==> src/rtl/ws2812_frame_sequencer.sv <==
// ws2812_frame_sequencer: walks pixel RAM per frame and serves G,R,B bytes to a WS2812 shifter.
// Define WS2812_BRIGHTNESS_EN to scale each channel by (brightness+1)/256 at pixel load.
module ws2812_frame_sequencer #(
  parameter int NUM_LEDS = 16,
  parameter int AW = (NUM_LEDS > 1) ? $clog2(NUM_LEDS) : 1
) (
  input  logic          clk,
  input  logic          rst_n,
  input  logic          start,
  input  logic [7:0]    brightness,
  output logic          pix_rd,
  output logic [AW-1:0] pix_addr,
  input  logic [23:0]   pix_data,
  output logic          sh_trigger,
  input  logic          sh_data_request,
  output logic [7:0]    sh_data,
  output logic          sh_data_valid,
  output logic          busy,
  output logic          frame_done
);
  typedef enum logic [2:0] {IDLE, FETCH, LOAD, SERVE, DRAIN} state_t;
  localparam logic [AW-1:0] LAST = AW'(NUM_LEDS - 1);
  state_t state;
  logic [23:0] pix;
  logic [23:0] px;
  logic [1:0] byte_idx;
`ifdef WS2812_BRIGHTNESS_EN
  function automatic logic [7:0] scale(input logic [7:0] c);
    logic [15:0] p;
    p = 16'(c) * (16'(brightness) + 16'd1);
    return 8'(p >> 8);
  endfunction
  assign px = {scale(pix_data[23:16]), scale(pix_data[15:8]), scale(pix_data[7:0])};
`else
  logic unused_brightness;
  assign unused_brightness = ^brightness;
  assign px = pix_data;
`endif
  always_ff @(posedge clk or negedge rst_n)
    if (!rst_n) begin
      state <= IDLE;
      pix_rd <= 1'b0;
      pix_addr <= '0;
      pix <= '0;
      byte_idx <= 2'd0;
      sh_trigger <= 1'b0;
      sh_data <= 8'd0;
      sh_data_valid <= 1'b0;
      busy <= 1'b0;
      frame_done <= 1'b0;
    end else begin
      frame_done <= 1'b0;
      // trigger is held until the shifter first asks for data, covering its reset tail
      if (sh_trigger && sh_data_request) sh_trigger <= 1'b0;
      case (state)
        IDLE: if (start) begin
          state <= FETCH;
          pix_addr <= '0;
          pix_rd <= 1'b1;
          busy <= 1'b1;
          sh_trigger <= 1'b1;
        end
        FETCH: begin
          pix_rd <= 1'b0;
          state <= LOAD;
        end
        LOAD: begin
          pix <= px;
          sh_data <= px[15:8];
          sh_data_valid <= 1'b1;
          byte_idx <= 2'd0;
          state <= SERVE;
        end
        SERVE: if (sh_data_request) begin
          if (byte_idx != 2'd2) begin
            byte_idx <= byte_idx + 2'd1;
            sh_data <= (byte_idx == 2'd0) ? pix[23:16] : pix[7:0];
          end else begin
            sh_data_valid <= 1'b0;
            if (pix_addr == LAST) state <= DRAIN;
            else begin
              pix_addr <= pix_addr + AW'(1);
              pix_rd <= 1'b1;
              state <= FETCH;
            end
          end
        end
        DRAIN: if (sh_data_request) begin
          frame_done <= 1'b1;
          busy <= 1'b0;
          state <= IDLE;
        end
        default: begin
          state <= IDLE;
          pix_rd <= 1'b0;
          sh_data_valid <= 1'b0;
          busy <= 1'b0;
        end
      endcase
    end
endmodule

==> config.mk <==
export PLATFORM = sky130hd
export DESIGN_NAME = ws2812_frame_sequencer
export DESIGN_NICKNAME = d
export VERILOG_FILES = /design/src/rtl/ws2812_frame_sequencer.sv
export SDC_FILE = /design/constraint.sdc
export NUM_CORES = 1
export LEC_CHECK = 0
export CORE_ASPECT_RATIO = 1.4
export CORE_MARGIN = 2
export CORE_UTILIZATION = 28
export CTS_CLUSTER_DIAMETER = 100
export DETAILED_ROUTE_END_ITERATION = 16
export HOLD_SLACK_MARGIN = 0.1
export SLEW_MARGIN = 20
export SYNTH_ARGS = -nofsm -noshare
export SYNTH_HDL_FRONTEND = slang
export SYNTH_SLANG_ARGS = --single-unit
export TNS_END_PERCENT = 5
==> constraint.sdc <==
create_clock -name clk -period 2.65 [get_ports clk]
set_clock_uncertainty 0.2 [all_clocks]
set_input_delay 0.53 -clock clk [delete_from_list [all_inputs] [get_ports clk]]
set_output_delay 0.53 -clock clk [all_outputs]
set_load 0.1 [all_outputs]
# Word level (Yosys, flattened, before mapping)
# Index checks and enable logic that the tools add are counted.
dict set report word_totals {
  register_bits 46
  input_bits 36
  out_inout_bits 17
  elab_cells 74
}
dict set report classes {
  addsub 2
  n_eq_ne 12
  muxes 33
  bitwise 3
  reduce_logical 14
}
# op n
set op_table {}
lappend op_table {{$mux W8} 3}
lappend op_table {{$mux W4} 4}
lappend op_table {{$pmux W8 S2} 1}
lappend op_table {{$mux W3} 5}
lappend op_table {{$pmux W3 S5} 1}
lappend op_table {{$ne A2 B2 Y1 const B} 7}
lappend op_table {{$mux W1} 12}
lappend op_table {{$reduce_and A5 Y1} 2}
lappend op_table {{$pmux W1 S3} 3}
lappend op_table {{$reduce_and A3 Y1} 3}
lappend op_table {{$pmux W4 S2} 1}
lappend op_table {{$eq A3 B2 Y1 const B} 2}
lappend op_table {{$reduce_or A3 Y1} 2}
lappend op_table {{$add A4 B1 Y4 const B} 1}
lappend op_table {{$eq A4 B4 Y1 const B} 1}
lappend op_table {{$mux W2} 2}
lappend op_table {{$pmux W2 S2} 1}
lappend op_table {{$reduce_and A4 Y1} 1}
lappend op_table {{$reduce_bool A2 Y1} 2}
lappend op_table {{$eq A3 B1 Y1 const B} 1}
lappend op_table {{$eq A3 B3 Y1 const B} 1}
lappend op_table {{$logic_not A3 Y1} 1}
lappend op_table {{$not A1 Y1} 3}
lappend op_table {{$add A2 B1 Y2 const B} 1}
lappend op_table {{3 further kinds} 3}

# Longest topological paths before layout
# Gate-level depths: netlist (run 1).
dict set report logic_depth {
  word_depth 5
  mapped_depth 6
  ltp_nobuf 5
}

# Worst setup path before layout (run 1)
# Ideal clock, no wire load.
dict set report synth_timing {
  path_type {register -> register}
  startpoint {register pix_addr[0]}
  endpoint {register pix_addr[0]}
  setup_time_ns 0.076
  arrival_ns 1.801
  t_required_ns 2.374
  slack_ns 0.573
  path_stages_with_launch 5
  path_buffers 0
  synth_period_minus_slack_ns 2.077
  cell_sequence {dfrtp_1 > ha_1 > and3_1 > or4_1 > o21ai_1}
}
dict set report synth_between {
  elab_chain_len 5
  word_cells_on_any_way 8
  cone_classes {add/sub: 1; eq/ne: 2; mux: 4; reduce/logical: 1}
}
# item line_no
set synth_rtl {}
lappend synth_rtl {{from (decl)} 12} ;# output logic [AW-1:0] pix_addr,
lappend synth_rtl {{from (signal assigned)} 82} ;# pix_addr <= pix_addr + AW'(1);
lappend synth_rtl {{$add A4 B1 Y4} 82}
lappend synth_rtl {{$mux W4} 80} ;# if (pix_addr == LAST) state <= DRAIN;
lappend synth_rtl {{$mux W4} 75} ;# if (byte_idx != 2'd2) begin
lappend synth_rtl {{$mux W4} 74} ;# SERVE: if (sh_data_request) begin
lappend synth_rtl {{$pmux W4 S2} 55} ;# case (state)
# Several ways; a longest one is shown, not always the timed one. The select of a mux whose other input is x is not followed.
# A chain may end at the register's enable or synchronous reset.

# Worst setup path in the final report (run 1)
dict set report layout_timing {
  startpoint {register byte_idx[0]}
  endpoint {register sh_data[2]}
}
dict set report layout_between {
  elab_chain_len 5
  word_cells_on_any_way 8
  cone_classes {eq/ne: 2; mux: 4; reduce/logical: 2}
}
# item line_no
set layout_rtl {}
lappend layout_rtl {{from (decl)} 26} ;# logic [1:0] byte_idx;
lappend layout_rtl {{from (signal assigned)} 76} ;# byte_idx <= byte_idx + 2'd1;
lappend layout_rtl {{$logic_not A2 Y1} 77} ;# sh_data <= (byte_idx == 2'd0) ? pix[23:16] : pix[7:0];
lappend layout_rtl {{$mux W8} 77}
lappend layout_rtl {{$mux W8} 75}
lappend layout_rtl {{$mux W8} 74}
lappend layout_rtl {{$pmux W8 S2} 55}
lappend layout_rtl {{to (signal assigned)} 69} ;# sh_data <= px[15:8];
lappend layout_rtl {{to (signal assigned)} 77}
lappend layout_rtl {{to (decl)} 16} ;# output logic [7:0] sh_data,
# Several ways; a longest one is shown, not always the timed one. The select of a mux whose other input is x is not followed.

==> results of run 1 <==
through the flow:
| stage | hold WS (ns) | setup slack, ns | cell area [um2] |
|---|---|---|---|
| CTS | 0.189 | 0.440 | 2410 |
| finish | 0.153 | 0.504 | 2410 |
| floorplan | 0.0344 | 0.573 | 1880 |
| global route | 0.223 | 0.360 | 2410 |
| global placement | 0.280 | 0.333 | 2320 |
| detailed placement | 0.293 | 0.345 | 2320 |
worst paths after layout:
check                                   startpoint                      to  slack (ns)  cells after the start
setup / recovery           byte_idx[0]$_DFFE_PN0P_  sh_data[2]$_DFFE_PN0P_        0.50                      5
hold / removal                               rst_n    sh_trigger$_DFF_PN0_        0.15                      1
setup reg to reg           byte_idx[0]$_DFFE_PN0P_  sh_data[2]$_DFFE_PN0P_        0.50                      5
hold reg to reg                 pix[5]$_DFFE_PN0P_      pix[5]$_DFFE_PN0P_        0.30                      1
max in group asynchronous                    rst_n  sh_data[7]$_DFFE_PN0P_        1.55                      1
min in group clk                pix[5]$_DFFE_PN0P_      pix[5]$_DFFE_PN0P_        0.30                      1
worst max-delay path, stage by stage, from the launching register on:
cell and delay, ns:
dfrtp_1 0.36, inv_1 0.11, ha_1 0.46, mux2_2 0.39
mux2_2 0.25, mux2_2 0.26
sequential cells by signal (all words and copies together) (netlist names):
register       count
busy               1
sh_data            8
pix               16
sh_trigger         1
sh_data_valid      1
state              3
pix_addr           4
pix_rd             1
byte_idx           2
frame_done         1
layer usage:
layer | share of wire | routed length, um | track usage
met1 | 0.40 | 1520 | 0.128
met2 | 0.55 | 2070 | 0.209
met3 | 0.042 | 157 | 0.0240
met4 | 0.0066 | 25 | 0.0342
met5 | 0 | 0 | 0
cell usage after synthesis (2+ instances only):
cell	number
mux2i_1	2
a21oi_1	4
o21ai_0	6
dfrtp_1	38
nand2_1	6
mux2_4	6
nand4_1	2
buf_2	2
inv_1	8
buf_6	3
mux2_2	34
ha_1	3
a31oi_1	2
nand2b_1	2
nor2_1	2
and3_1	2
cells by family (layout without fill, tap and decap cells):
family / after synthesis / after routing / synth area share
buf+inv: 15 / 62 / 0.0453
flops: 38 / 38 / 0.506
compound gates: 24 / 24 / 0.0933
simple gates: 23 / 23 / 0.0726
fa+ha+maj: 3 / 3 / 0.0200
mux: 42 / 42 / 0.262
area by class of cell:
type,instances,area [um2]
clock buffer,7,86.3
clock inverter,1,5.00
fill,638,4110
inverter,8,30.0
multi-input combinational,92,842
sequential,38,951
tap,74,92.6
timing repair buffer,46,408
==> impl_metrics.yaml, run 1 <==
floorplanning:
  core-area_um2: 6530
  die_h_um: 101
  rows: 35
  ios: 53
  start_util: 0.288
  dieArea_um2: 7390
  die_w_um: 73.2
place:
  gp_congestion: 0.710
  hpwl_mm: 2.70
  dp.cells: 258
  port_buffers: 44
route:
  routedWlPerCell_um: 14.2
  routed_wl_mm: 3.77
  ant_nets: 0
  vias: 1292
  drt_first_pass_iters: 3
  drc_errors: 0
  vias_per_cell: 4.86
  drtIter0Drc: 52
timing:
  clock.fmax_ghz: 0.466
  setup_viol: 0
  rsz0062_at_grt: "no"
  worstMarginPinSlew_ns: 0.862
  slew_viol_final: 0
  fin_setup_tns_ns: 0
  fin_crit_sh: 0.810
  slew_headroom: 0.425
  period_needed_ns: 2.15
  hold_viol: 0
logic_synthesis:
  synth_ff_type: "dfrtp_1"
  ys_warn_count: 0
  synth_nets: 184
  synth_area_leaders: "dfrtp_1 51%, mux2_2 20%, mux2_4 4.8%, ha_1 2.0%, buf_6 1.8%"
  ys_seq_area_frac: 0.506
  synth_area_leader_cell: "dfrtp_1"
  yosysTopAreaCellShare: 0.506
  synth_area_um2: 1880
  avgSynthCellArea_um2: 13.0
  synthCells: 145
  async_flop_share: 1.00
  synth_enable_flop_cells: 0
  synth.distinct_cells: 39
  synth-seq-cells: 38
clock_tree:
  ctsHoldBuffers: 0
  cts-root-buf: "clkbuf_8"
  cts_buffers: 5
  cts_buffer_depth: 2
  ctsHtreeMaxLevel: 2
  postCtsSetupBuffers: 0
  clock-sinks: 38
  post_cts_resized: 0
  clkTransAtPathRegs_ns: 0.07
  clk_latency_ns: 0.28
  cts_tree: "built"
layout:
  nets: 230
  final_util: 0.370
  final_common_cell: "dfrtp_1"
  area_delta_synth_final_pct: 28.6
  antenna_cells: 0
  stdcell_count: 266
  drive_above_1_share: 0.380
  mostFrequentLayoutCells: "38 x dfrtp_1, 34 x mux2_2, 26 x clkdlybuf4s50_1, 19 x buf_4, 8 x inv_1"
global_routing:
  grt_max_degree: 39
  grt_remaining_overflow: 0
  track_usage: 0.113
  grt_pass1_vias: 1331
  antenna_found_initial: 0
  grt_pass1_wl_mm: 6.40
worst_setup_path:
  setup.worst_path.class: "reg2reg"
  cp.arrival_ns: 2.11
  worstPathRequired_ns: 2.62
  crit_path_end_kind: "flop"
  start_kind: "flop"
  critPathMaxFanout: 8
status:
  status: "completed"
flow_run:
  drv_cap: 0
hold_path:
  min-delay-path-class: "in2async"
Power of run 1 is left out: the tool's default activity adds up to more than one toggle a clock period on the data nets, which glitch-free logic cannot reach.
==> run 2: changes to the inputs <==
==> constraint.sdc (replaced) <==
create_clock -name clk -period 1.95 [get_ports clk]
set_clock_uncertainty 0.2 [all_clocks]
set_input_delay 0.39 -clock clk [delete_from_list [all_inputs] [get_ports clk]]
set_output_delay 0.39 -clock clk [all_outputs]
set_load 0.1 [all_outputs]
==> run 2 against run 1 <==
Clock-buffer cell count stayed put. Wire length is 6.0% higher. First-iteration DRC count is 23% higher. Critical path type unchanged. Sequential cell count stayed put. Sequential share of layout area is 5.0 points lower. Die area stayed put. Critical path depth is 1 higher. Core utilization is 5.5 points higher. Cell area is 15% higher. Non-clock buffer count is 14 higher. Critical endpoint unchanged. Global-route usage is 1.0 points higher. Setup slack worse by 0.45 ns.
==> impl_metrics.yaml, run 2 (synthesized netlist as in run 1, its figures left out) <==
floorplanning:
  start_util: 0.288
  die_h_um: 101
  core-area_um2: 6530
  die_w_um: 73.2
  dieArea_um2: 7390
  ios: 53
  rows: 35
layout:
  top_register: "pix"
  antenna_cells: 0
  area_delta_synth_final_pct: 47.8
  largest_register_ffs: 16
  reg_top3: "pix (16), sh_data (8), pix_addr (4)"
  final_area_um2: 2780
  stdcell_count: 280
  drive_above_1_share: 0.442
  final_common_cell: "dfrtp_1"
  mostFrequentLayoutCells: "36 x dfrtp_1, 34 x mux2_2, 26 x clkdlybuf4s50_1, 19 x buf_12, 13 x buf_4"
  final_util: 0.425
  nets: 244
route:
  drc_errors: 0
  routedWlPerCell_um: 14.3
  routed_wl_mm: 4.00
  vias: 1321
  ant_nets: 0
  drt_first_pass_iters: 4
  drtIter0Drc: 64
  vias_per_cell: 4.72
timing:
  setup_viol: 0
  slew_headroom: 0.542
  rsz0062_at_grt: "yes"
  setup_ws_ns: 0.0568
  worstMarginPinSlew_ns: 0.686
  clock.fmax_ghz: 0.528
  slew_viol_final: 0
  fin_crit_sh: 0.971
  hold_ws_ns: 0.308
  hold_viol: 0
  fin_setup_tns_ns: 0
  period_needed_ns: 1.89
clock_tree:
  cts_buffers: 5
  clkTransAtPathRegs_ns: 0.07
  clk_latency_ns: 0.28
  cts-root-buf: "clkbuf_8"
  ctsHtreeMaxLevel: 2
  cts_buffer_depth: 2
  clock-sinks: 38
  cts_tree: "built"
worst_setup_path:
  critPathMaxFanout: 3
  crit_path_end_kind: "flop"
  start_kind: "flop"
  worstPathRequired_ns: 1.92
  setup.worst_path.class: "reg2reg"
  cp.arrival_ns: 1.86
place:
  place_ws_ns: -0.166
  port_buffers: 44
  hpwl_mm: 2.94
  placed_area_um2: 2650
  gp_congestion: 0.725
  dp.cells: 270
power_and_ir_drop:
  pwr_density_cell_nw_per_um2: 2020
  max-vdd-ir-drop_mv: 0.992
  leakage_nw: 1.20
  total_power_mw: 5.59
hold_path:
  min-delay-path-class: "reg2reg"
status:
  status: "completed"
global_routing:
  antenna_found_initial: 0
  grt_pass1_wl_mm: 7.04
  track_usage: 0.124
  grt_remaining_overflow: 0
  grt_pass1_vias: 1472
  grt_max_degree: 31
flow_run:
  drv_cap: 0
[run 2: changes by cell type in the layout (fill, tap and decap cells not counted), sizes merged]
| cell | previous run | this run |
|---|---|---|
| buf | 20 | 33 |
| dlygate4sd3 | 0 | 1 |
[run 2: power breakdown]
part	switching (mW)	total [mW]	leakage [nW]	internal (mW)
Sequential	0.330	1.50	0.452	1.17
Combinational	1.85	3.54	0.701	1.68
Clock	0.271	0.557	0.0482	0.285
Total	2.46	5.59	1.20	3.14
[run 2: layout make-up]
type	count	area (um2)
inverters	8	30.0
fillers	611	3750
clock inverters	1	5.00
multi-input cells	92	855
well taps	74	92.6
repair buffers	60	753
flip-flops and latches	38	953
clock buffers	7	86.3
[run 2: final timing paths]
kind | from | to | slack [ns] | cells past startpoint
max in group asynchronous | rst_n | sh_data[6]$_DFFE_PN0P_ | 0.52 | 3
setup / recovery | byte_idx[0]$_DFFE_PN0P_ | sh_data[2]$_DFFE_PN0P_ | 0.06 | 6
hold reg to reg | pix[5]$_DFFE_PN0P_ | pix[5]$_DFFE_PN0P_ | 0.31 | 1
min in group asynchronous | rst_n | busy$_DFFE_PN0P_ | 0.48 | 2
hold / removal | pix[5]$_DFFE_PN0P_ | pix[5]$_DFFE_PN0P_ | 0.31 | 1
setup reg to reg | byte_idx[0]$_DFFE_PN0P_ | sh_data[2]$_DFFE_PN0P_ | 0.06 | 6
[run 2: repair_timing]
| item | in CTS | in global routing |
|---|---|---|
| gates cloned | 0 | 0 |
| endpoints found under the setup margin | 8 | 8 |
| pin swaps | 1 | 1 |
| hold endpoints to repair | 28 | 0 |
| hold buffers | 1 | 0 |
| setup buffers | 0 | 1 |
| gates resized for setup | 4 | 0 |
[run 2: critical path, cell delays in order (launching register included)]
cell and delay [ns]:
dfrtp_1 0.38, inv_2 0.09, ha_4 0.15, buf_4 0.13
mux2_2 0.32, mux2_2 0.26, mux2_2 0.26
[run 2: layer usage]
layer / global-route usage / share of wire / vias to the layer above
met2: 0.222 / 0.55 / 29
met1: 0.141 / 0.40 / 647
met5: 0 / 0 / -
met4: 0.0427 / 0.015 / 0
met3: 0.0270 / 0.037 / 6
li1: - / - / 639
Power figures use the tool's default switching activity.
